<file path="config.mk">
export PLATFORM = sky130hd
export DESIGN_NAME = pad_driver_ctrl
export DESIGN_NICKNAME = d
export VERILOG_FILES = /design/src/rtl/pad_driver_ctrl.sv
export SDC_FILE = /design/constraint.sdc
export NUM_CORES = 1
export LEC_CHECK = 0
export ABC_AREA = 1
export CORE_MARGIN = 4
export CORE_UTILIZATION = 45
export CTS_CLUSTER_DIAMETER = 30
export DETAILED_ROUTE_END_ITERATION = 7
export PLACE_DENSITY = 0.67
export RECOVER_POWER = 100
export SLEW_MARGIN = 30
export SYNTH_ARGS = -nofsm -noshare
export SYNTH_HDL_FRONTEND = slang
export SYNTH_SLANG_ARGS = --single-unit
</file>
<file path="constraint.sdc">
create_clock -name clk -period 1.77 [get_ports clk]
set_input_delay 0.354 -clock clk [delete_from_list [all_inputs] [get_ports clk]]
set_output_delay 0.354 -clock clk [all_outputs]
set_load 0.05 [all_outputs]
</file>
<file path="src/rtl/pad_driver_ctrl.sv">
// Bidirectional pad controller: direction FSM with dead time on every turn,
// per-bit rise/fall delay filtering, pull/keeper control and contention detect.
module pad_driver_bit #(
  parameter int RISE_DLY = 1,
  parameter int FALL_DLY = 3
) (
  input  logic clk,
  input  logic reset,
  input  logic d,
  input  logic drive,
  input  logic sense,
  output logic po,
  output logic cont
);
  logic [3:0] cnt, dly;
  logic       tgt, mis, mism;

  assign dly  = d ? 4'(RISE_DLY) : 4'(FALL_DLY);
  assign mism = drive && (cnt == 4'd0) && (sense != po);

  // cnt==0 means idle; delays of 0 and 1 both land on the sampling edge
  always_ff @(posedge clk) begin
    if (reset) begin
      cnt  <= '0;
      tgt  <= 1'b0;
      po   <= 1'b0;
      mis  <= 1'b0;
      cont <= 1'b0;
    end else begin
      mis <= mism;
      if (mis && mism) cont <= 1'b1;
      if (d == po) begin
        cnt <= '0;
      end else if (cnt == 4'd0 || d != tgt) begin
        tgt <= d;
        if (dly <= 4'd1) begin
          po  <= d;
          cnt <= '0;
        end else begin
          cnt <= dly - 4'd1;
        end
      end else if (cnt == 4'd1) begin
        po  <= tgt;
        cnt <= '0;
      end else begin
        cnt <= cnt - 4'd1;
      end
    end
  end
endmodule

module pad_driver_ctrl #(
  parameter int WIDTH     = 8,
  parameter int RISE_DLY  = 1,
  parameter int FALL_DLY  = 3,
  parameter int TURN_DLY  = 2,
  parameter int PULL_MODE = 0
) (
  input  logic             clk,
  input  logic             reset,
  input  logic             oe,
  input  logic [WIDTH-1:0] dout,
  input  logic [WIDTH-1:0] pad_i,
  output logic [WIDTH-1:0] pad_o,
  output logic             pad_oe,
  output logic [WIDTH-1:0] pad_pu,
  output logic [WIDTH-1:0] pad_pd,
  output logic [WIDTH-1:0] din,
  output logic             busy,
  output logic [WIDTH-1:0] contention
);
  typedef enum logic [1:0] {HIZ, TURN_ON, DRIVE, TURN_OFF} state_t;
  localparam logic [3:0] TLOAD = 4'(TURN_DLY - 1);

  state_t           state, nstate;
  logic [3:0]       tcnt, tcnt_nx;
  logic [WIDTH-1:0] keep;

  always_ff @(posedge clk) begin
    if (reset) begin
      state <= HIZ;
      tcnt  <= '0;
      din   <= '0;
      keep  <= '0;
    end else begin
      state <= nstate;
      tcnt  <= tcnt_nx;
      din   <= pad_i;
      if (state == DRIVE && !oe) keep <= pad_o;
      else if (state == HIZ)     keep <= din;
    end
  end

  // tcnt counts the remaining dead cycles of the current turn state
  always_comb begin
    nstate  = state;
    tcnt_nx = tcnt;
    case (state)
      HIZ: if (oe) begin
        nstate  = TURN_ON;
        tcnt_nx = TLOAD;
      end
      TURN_ON: begin
        if (!oe)              nstate  = HIZ;
        else if (tcnt == '0)  nstate  = DRIVE;
        else                  tcnt_nx = tcnt - 4'd1;
      end
      DRIVE: if (!oe) begin
        nstate  = TURN_OFF;
        tcnt_nx = TLOAD;
      end
      TURN_OFF: begin
        if (tcnt == '0) begin
          nstate  = oe ? TURN_ON : HIZ;
          tcnt_nx = TLOAD;
        end else begin
          tcnt_nx = tcnt - 4'd1;
        end
      end
      default: nstate = HIZ;
    endcase
  end

  assign pad_oe = (state == DRIVE);
  assign busy   = (state == TURN_ON) || (state == TURN_OFF);

  always_comb begin
    pad_pu = '0;
    pad_pd = '0;
    if (state != DRIVE && state != TURN_ON) begin
      case (PULL_MODE)
        1: pad_pu = '1;
        2: pad_pd = '1;
        3: begin
          pad_pu = keep;
          pad_pd = ~keep;
        end
        default: ;
      endcase
    end
  end

  for (genvar i = 0; i < WIDTH; i++) begin : g_bit
    pad_driver_bit #(.RISE_DLY(RISE_DLY), .FALL_DLY(FALL_DLY)) u_bit (
      .clk  (clk),
      .reset(reset),
      .d    (dout[i]),
      .drive(state == DRIVE),
      .sense(din[i]),
      .po   (pad_o[i]),
      .cont (contention[i])
    );
  end
endmodule
</file>
Yosys cells after proc, flatten, opt, wreduce, memory -nomap -nowiden

Cells that the tools add are included.

Add/subtract/negate cells: 17
Eq/ne operators: 49
Multiplexer cells: 69
$lt $le $gt $ge: 8
Bitwise logic cells: 8
Reduce and logical (&&, ||, !) cells: 77

Operator list:

| kind                                                                              | number |
|---|---|
| 4-bit 2-to-1 mux                                                                  | 29 |
| 4-bit by 1-bit subtractor with 4-bit output (second input constant)               | 17 |
| 4-bit zero test                                                                   | 9 |
| 4-bit by 1-bit == test with 1-bit output (second input constant)                  | 8 |
| 4-bit by 1-bit less-or-equal comparator with 1-bit output (second input constant) | 8 |
| 2-bit 2-to-1 mux                                                                  | 13 |
| 2-bit != test (second input constant)                                             | 13 |
| 1-bit 2-to-1 mux                                                                  | 25 |
| 1-bit logical AND                                                                 | 24 |
| 3-bit AND reduction                                                               | 8 |
| 1-bit != test                                                                     | 16 |
| 4-bit case mux with 4 select lines                                                | 1 |
| 2-bit AND reduction                                                               | 8 |
| 2-bit nonzero test                                                                | 8 |
| 2-bit OR reduction                                                                | 8 |
| 1-bit logical OR                                                                  | 9 |
| 1-bit == test                                                                     | 8 |
| 1-bit inverter                                                                    | 8 |
| 2-bit case mux with 4 select lines                                                | 1 |
| 4-bit AND reduction                                                               | 2 |
| 2-bit == test (second input constant)                                             | 2 |
| 3-bit != test (second input constant)                                             | 1 |
| 2-bit by 1-bit == test with 1-bit output (second input constant)                  | 1 |
| 2-bit zero test                                                                   | 1 |

Register bits after elaboration: 78
Bits of input ports: 19
Output and inout port bits: 42
Word-level logic and storage cells: 271

Depth between registers and ports, before layout

Gate-level depths: netlist (run 1).

Depth in word-level cells: 4
Depth in mapped cells: 8
Mapped depth without buffers: 8

Modules after synthesis

A second synthesis (run 1) with hierarchy kept.

Cell total of the unflattened synthesis: 574
Area, all modules: 4287.9 sq um

By module, submodules not included:

| module                               | sequential area each (sq um) | cells an instance | area an instance (sq um) | times used |
|---|---|---|---|---|
| pad_driver_bit at g_bit[0].u_bit ... | 160.2                        | 59                | 444.2                    | 6 |
| pad_driver_bit at g_bit[6].u_bit ... | 160.2                        | 59                | 446.7                    | 2 |
| pad_driver_ctrl                      | 280.3                        | 102               | 729.4                    | 1 |

Worst setup path after synthesis (run 1)

Ideal clock, no wire load.

Path kind: reg-to-reg
Start: reg state[0]
End: reg g_bit[4].u_bit.cont
Arrival: 1.213 ns
Setup time: 0.058 ns
Path buffers: 1
Setup slack: 0.499 ns
Stages on the path, launching flop included: 7
Period minus slack after synthesis: 1.271 ns
Cells stage by stage: dfxtp_1 buf_4 nor2_4 nand2_4 nor3b_2 nand2_1 nand2_1

Word-level cells in the longest chain between the ends: 4

RTL lines:

| what                           | line | text |
|---|---|---|
| start: declaration             | 75   | `state_t state, nstate;` |
| start signal: assignment       | 86   | `state <= nstate;` |
| 2-bit == test                  | -    |  |
| named net pad_oe               | 65   | `output logic pad_oe,` |
| 1-bit logical AND (2 in a row) | 19   | `assign mism = drive && (cnt == 4'd0) && (sense != po);` |
| 1-bit logical AND              | 31   | `if (mis && mism) cont <= 1'b1;` |
| end signal: assignment         | 28   | `cont <= 1'b0;` |
| end signal: assignment         | 31   |  |
| end: declaration               | 13   | `output logic cont` |

The timed path passes the listed nets, and every way through them passes these cells.
A chain may end at the register's enable or synchronous reset.

Worst setup path after layout (run 1)

Start: reg g_bit[1].u_bit.cont
End: out contention[1]

RTL lines:

| what                     | line | text |
|---|---|---|
| start: declaration       | 13   |  |
| start signal: assignment | 28   |  |
| start signal: assignment | 31   |  |
| end: declaration         | 70   | `output logic [WIDTH-1:0] contention` |

No word-level cell between the ends.

==> results.yml, run 1 <==
yosys:
  async_reset_ff_frac: 0
  ys_dominant_reg_cell: "dfxtp_1"
  synth_area_um2: 3860
  ys_ff_latch: 78
  ys.warnings.count: 0
  synth_area_per_cell_um2: 7.735
  ys_seq_area_frac: 0.4045
  synth_cell_types: 30
  syn_inst: 499
  synth_edf_count: 0
detailed_routing:
  vias: 2866
  firstDrtPassIters: 4
  drc: 0
  ant_nets: 0
  drt_iter0_drc: 73
  finalWirelength_mm: 6.569
  avgViaCountPerCell: 4.506
  wl_per_cell_um: 10.33
grt:
  grt_usage: 0.1343
  antenna_found_initial: 0
  grt.overflow.total: 0
  grt_pass1_wl_mm: 10.98
  grt_pass1_vias: 2569
  grt_max_degree: 29
clock_network:
  cts_tree: "done"
  worstSkewPairLatency_ns: 0.34
  cts_buffer_depth: 2
  ctsResizeCount: 0
  holdBufCountCts: 0
  numCtsBuffers: 9
  cts_max_level: 3
  cts_num_sinks: 78
  root_buffer: "clkbuf_8"
  post_cts_buffers: 0
  cts.clk_slew.worst_paths_ns: 0.07
power:
  pwr-share-seq: 0.459
  worst_ir_drop_vdd_mv: 0.5023
  power.total_w: 0.004143
  p_leak_nw: 2.014
  switchingPower_w: 0.001153
  p_per_area_nw_per_um2: 979.9
  internal_power_w: 0.002990
  clkPwrFrac: 0.368
  p_sw_frac: 0.2782
  combPwrFrac: 0.173
critical_path:
  critical-path-max-stage-delay_ns: 0.49
  cp_data_required_time_ns: 1.42
  cp.arrival_ns: 1.19
  path_delay_family: "buffers and inverters"
  path_class: "reg2out"
  end_kind: "output pin"
  critPathMaxFanout: 2
  start_kind: "register"
  critPathSlowestCell: "clkbuf_1"
  crit_buf_inv: 1
  crit_chain: "clkbuf_1"
worst_hold_path:
  hold_path.class: "reg2reg"
sta:
  finalMaxSlewViolations: 0
  tightest_slew_ns: 0.6453
  worst_clock_skew_ns: 0.007401
  maxSlewHeadroom: 0.5698
  period_needed_ns: 1.549
  setup_violations: 0
  hold_violations: 0
  hold_ws_ns: 0.4234
  fin_crit_sh: 0.8750
  tns_ns: 0
  rsz0062_at_grt: "false"
  max_clock_freq_mhz: 645.7
floorplan:
  chipHeight_um: 100.6
  start_util: 0.4651
  io_pins: 61
  placementRows: 33
  die_w_um: 100.6
  core_um2: 8299
  die_area_um2: 10120
placed_design:
  io_buffers: 44
  place_congestion: 0.7725
  post-dp-hpwl_mm: 4.964
  dpl-instance-area_um2: 4164
job:
  maxCapViolCount: 0
finish:
  layout_common_cells: "nand2_1, dfxtp_1, inv_1"
  fill_cells: 791
  diodes: 0
  finalInstanceArea_um2: 4228
  area_delta_synth_final_pct: 9.530
  final_common_cell: "nand2_1"
  drive_gt1_frac: 0.1036
  final_nets: 565
status:
  status: "finished, final reports clean"
==> cells in the mapped netlist (2+ instances only) <==
cell / number / area share
a21oi_1: 34 / 0.044
nor3_2: 6 / 0.016
nor2_1: 39 / 0.038
nor2_2: 6 / 0.0097
nand3_1: 42 / 0.054
xnor2_1: 13 / 0.029
nand4_1: 2 / 0.0032
nand2_2: 4 / 0.0065
inv_1: 62 / 0.060
or2_2: 10 / 0.016
buf_4: 41 / 0.080
nor3b_2: 2 / 0.0065
dfxtp_1: 78 / 0.40
o21a_1: 2 / 0.0039
o21ai_0: 12 / 0.016
ha_1: 18 / 0.058
nand2_1: 97 / 0.094
or2_4: 4 / 0.0091
xor2_1: 11 / 0.025
inv_2: 3 / 0.0029
clkbuf_1: 4 / 0.0039
==> metal layers <==
layer,share of wire,wire length [µm],up-vias,GRT usage
met5,0,0,-,0
met4,0.017,110,0,0.05907
met3,0.045,296,9,0.03322
met2,0.45,2969,48,0.2182
met1,0.49,3193,1253,0.1684
li1,-,-,1556,-
==> registers in the layout, summed over array words and instances, names as in the netlist, named ones only <==
register,cells
tcnt,4
din,8
g_bit.u_bit.tgt,8
g_bit.u_bit.po,8
g_bit.u_bit.mis,8
g_bit.u_bit.cont,8
g_bit.u_bit.cnt,32
state,1
==> final timing paths <==
kind / startpoint / end / depth (start not counted) / slack (ns)
worst max-delay path: g_bit[1].u_bit.cont / contention[1] / 1 / 0.22
worst min register to register: g_bit[7].u_bit.mis / g_bit[7].u_bit.cont / 2 / 0.42
worst max register to register: register / g_bit[4].u_bit.cont / 6 / 0.34
worst min-delay path: g_bit[7].u_bit.mis / g_bit[7].u_bit.cont / 2 / 0.42
==> metrics by stage <==
| step | util | cells | worst slack, ns |
|---|---|---|---|
| after global placement | 0.5017 | 622 | 0.09761 |
| after global routing | 0.5094 | 636 | 0.1108 |
| after detailed placement | 0.5017 | 622 | 0.07998 |
| after floorplan | - | 514 | 0.4991 |
| after CTS | 0.5287 | 636 | 0.2304 |
| final | 0.5094 | 636 | 0.2212 |
==> area by class of cell <==
class,count,area (µm²),area share
clock buffer,9,123.9,0.02930
clock inverter,5,100.1,0.02368
inverter,65,244.0,0.05771
multi-input combinational,324,1727,0.4084
sequential,78,1562,0.3693
tap,105,131.4,0.03107
timing repair buffer,50,340.3,0.08050
==> power groups by stage <==
| stage | Sequential [W] | Clock, W | Combinational [W] |
|---|---|---|---|
| finish | 0.00190 | 0.00152 | 0.000718 |
| CTS | 0.00190 | 0.00157 | 0.000769 |
| floorplan | 0.00192 | 0 | 0.000650 |
| detailed placement | 0.00194 | 0 | 0.000763 |
| global route | 0.00191 | 0.00164 | 0.000804 |
| global placement | 0.00194 | 0 | 0.000757 |
==> logic make-up (layout without fill, tap and decap cells) <==
family / after synthesis / count (layout) / share of synthesized area
AO/OA/AOI/OAI: 49 / 49 / 0.06580
AND/OR/NAND/NOR: 217 / 217 / 0.2642
other: 1 / 16 / 0.0009715
adder cells (fa/ha/maj): 18 / 18 / 0.05835
flip-flops: 78 / 78 / 0.4045
XOR/XNOR: 24 / 24 / 0.05446
buffers and inverters: 112 / 129 / 0.1517
Note: power is estimated with default switching activity, not from simulation.
==> run 2: changes to the inputs <==
--- a/config.mk
+++ b/config.mk
@@ -6,13 +6,15 @@
 export NUM_CORES = 1
 export LEC_CHECK = 0
 export ABC_AREA = 1
+export CORE_ASPECT_RATIO = 0.7
 export CORE_MARGIN = 4
 export CORE_UTILIZATION = 45
 export CTS_CLUSTER_DIAMETER = 30
 export DETAILED_ROUTE_END_ITERATION = 7
-export PLACE_DENSITY = 0.67
+export PLACE_DENSITY = 0.66
 export RECOVER_POWER = 100
 export SLEW_MARGIN = 30
 export SYNTH_ARGS = -nofsm -noshare
 export SYNTH_HDL_FRONTEND = slang
+export SYNTH_HIERARCHICAL = 1
 export SYNTH_SLANG_ARGS = --single-unit
==> run 2 against run 1 <==
Against the previous run: register-to-register slack gained 0.15 ns; clock-buffer cell count increased by 6; clock skew down 0.0038 ns; via count rose by 15%; highest routed layer unchanged; non-clock buffer count fell by 1; worst hold slack gained 0.017 ns; core utilization increased by 2.7 points; largest power group unchanged; flip-flop and latch count stayed put; synthesized cell count up 15%; sequential share of layout area is 5.2 points lower; final cell count rose by 19%; routed wire length is 16% higher.
==> results.yml, run 2 <==
status:
  status: "finished, final reports clean"
detailed_routing:
  avgViaCountPerCell: 4.352
  firstDrtPassIters: 4
  drt_iter0_drc: 146
  ant_nets: 0
  drc: 0
  finalWirelength_mm: 7.605
  wl_per_cell_um: 10.02
  vias: 3303
grt:
  grt_pass1_wl_mm: 13.25
  grt_max_degree: 19
  antenna_found_initial: 0
  grt.overflow.total: 0
  grt_usage: 0.1426
  grt_pass1_vias: 3051
yosys:
  synth_top_area_frac: 0.3642
  syn_inst: 574
  synth_area_um2: 4288
  ys.warnings.count: 6
  ys_seq_area_frac: 0.3642
  synth_cell_types: 23
  ys_dominant_reg_cell: "dfxtp_1"
  synth_common_cells: "nand2_1, inv_1, nor2_1, dfxtp_1, nand3_1"
  synth_edf_count: 0
  async_reset_ff_frac: 0
  yosysTopAreaCell: "dfxtp_1"
  ys_ff_latch: 78
  synth_area_per_cell_um2: 7.470
  synth.top_cells.by_area: "dfxtp_1, nand2_1, ha_1"
  yosysMostFrequentCell: "nand2_1"
finish:
  drive_gt1_frac: 0.1764
  seqCellArea_um2: 1563
  largest_reg_flops: 32
  top_register: "g_bit.u_bit/cnt"
  fill_cells: 904
  area_delta_synth_final_pct: 14.79
  diodes: 0
  final_common_cell: "nand2_1"
  layout_common_cells: "nand2_1, nor2_1, inv_1"
  final_nets: 675
  multiInputGateArea_um2: 2201
power:
  p_sw_frac: 0.2933
  worst_ir_drop_vdd_mv: 0.4932
  p_per_area_nw_per_um2: 934.7
  power.total_w: 0.004601
  clkPwrFrac: 0.381
  switchingPower_w: 0.001350
  pwr-share-seq: 0.421
  internal_power_w: 0.003251
  p_leak_nw: 2.372
  combPwrFrac: 0.198
job:
  maxCapViolCount: 0
clock_network:
  numCtsBuffers: 9
  cts_max_level: 3
  cts_buffer_depth: 2
  root_buffer: "clkbuf_16"
  cts.clk_slew.worst_paths_ns: 0.05
  post_cts_buffers: 0
  cts_num_sinks: 78
  cts_tree: "done"
  worstSkewPairLatency_ns: 0.33
  holdBufCountCts: 0
sta:
  tns_ns: 0
  tightest_slew_ns: 0.6468
  fin_crit_sh: 0.9351
  period_needed_ns: 1.655
  hold_ws_ns: 0.4407
  hold_violations: 0
  worst_clock_skew_ns: 0.003614
  maxSlewHeadroom: 0.5707
  max_clock_freq_mhz: 604.2
  finalMaxSlewViolations: 0
  setup_violations: 0
  rsz0062_at_grt: "false"
floorplan:
  core_um2: 9180
  io_pins: 61
  die_w_um: 124.7
  die_area_um2: 11180
  chipHeight_um: 89.67
  start_util: 0.4671
  placementRows: 29
critical_path:
  cp.arrival_ns: 1.30
  cp_data_required_time_ns: 1.42
  start_kind: "register"
  path_class: "reg2out"
  r2r_setup_slack_ns: 0.49
  critPathMaxFanout: 9
  end_kind: "output pin"
placed_design:
  place_congestion: 0.8153
  post-dp-hpwl_mm: 5.927
  io_buffers: 44
worst_hold_path:
  hold_path.class: "reg2reg"
## run 2: cell count changes in the layout (fill, tap and decap cells not counted), moves of 9 or more
cell / delta
inv_1: +16
o21ai_0: -10
nand2_1: +12
or2_2: -10
nand2_4: +9
nand2_2: +28
clkbuf_16: +9
a21oi_1: -22
inv_2: +16
nor2_1: +47
## run 2: layer usage
metal | up-vias | global-route usage | part of all wire
li1 | 1816 | - | -
met1 | 1424 | 0.1891 | 0.54
met2 | 56 | 0.2279 | 0.41
met3 | 7 | 0.04728 | 0.040
met4 | 0 | 0.03582 | 0.0089
met5 | - | 0 | 0
## run 2: logic make-up (layout without fill, tap and decap cells)
group	Yosys count	count (layout)	share of synthesized area
AND/OR/NAND/NOR	309	309	0.3648
buffers and inverters	116	162	0.1167
flip-flops	78	78	0.3642
adder cells (fa/ha/maj)	25	25	0.07295
XOR/XNOR	24	24	0.04902
AO/OA/AOI/OAI	21	21	0.03151
other	1	16	0.0008746
## run 2: per-stage QoR
step,area (µm²),worst slack [ns],std cells,util
floorplan,4347,0.2885,589,-
detailed placement,4825,0.1600,744,0.5256
finish,4922,0.1148,759,0.5362
CTS,5112,0.05553,759,0.5569
global placement,4825,0.1982,744,0.5256
global route,4922,0.05303,759,0.5362
## run 2: worst max-delay path, cell delays in order (launching register included)
cell and delay, ns:
dfxtp_2 0.39, inv_1 0.08, nor2_2 0.07, buf_4 0.20, buf_4 0.23
## run 2: power groups by stage
stage	Clock [W]	Combinational, W	Sequential, W
after floorplan	0	0.000695	0.00204
final	0.00175	0.000912	0.00194
after detailed placement	0	0.000972	0.00198
after global placement	0	0.000965	0.00197
after CTS	0.00180	0.000980	0.00194
after global routing	0.00188	0.00103	0.00195
## run 2: cell type report
cell class | count | area share
Clock buffer | 15 | 0.05846
Timing Repair Buffer | 49 | 0.06965
Sequential cell | 78 | 0.3175
Inverter | 98 | 0.07575
Multi-Input combinational cell | 395 | 0.4471
Tap cell | 124 | 0.03152
## run 2: timing repair
| action | CTS | global route |
|---|---|---|
| endpoints found under the setup margin | 0 | 1 |
| gates resized for setup | 0 | 1 |
| endpoints found under the hold margin | 0 | 0 |
## run 2: worst paths after layout
check	from	end	cells past startpoint
worst max-delay path	register	pad_oe	4
worst min-delay path	g_bit[5].u_bit/cnt[0]	g_bit[5].u_bit/cnt[0]	1
worst max register to register	tcnt[0]	tcnt[0]	7
worst min register to register	g_bit[5].u_bit/cnt[0]	g_bit[5].u_bit/cnt[0]	1
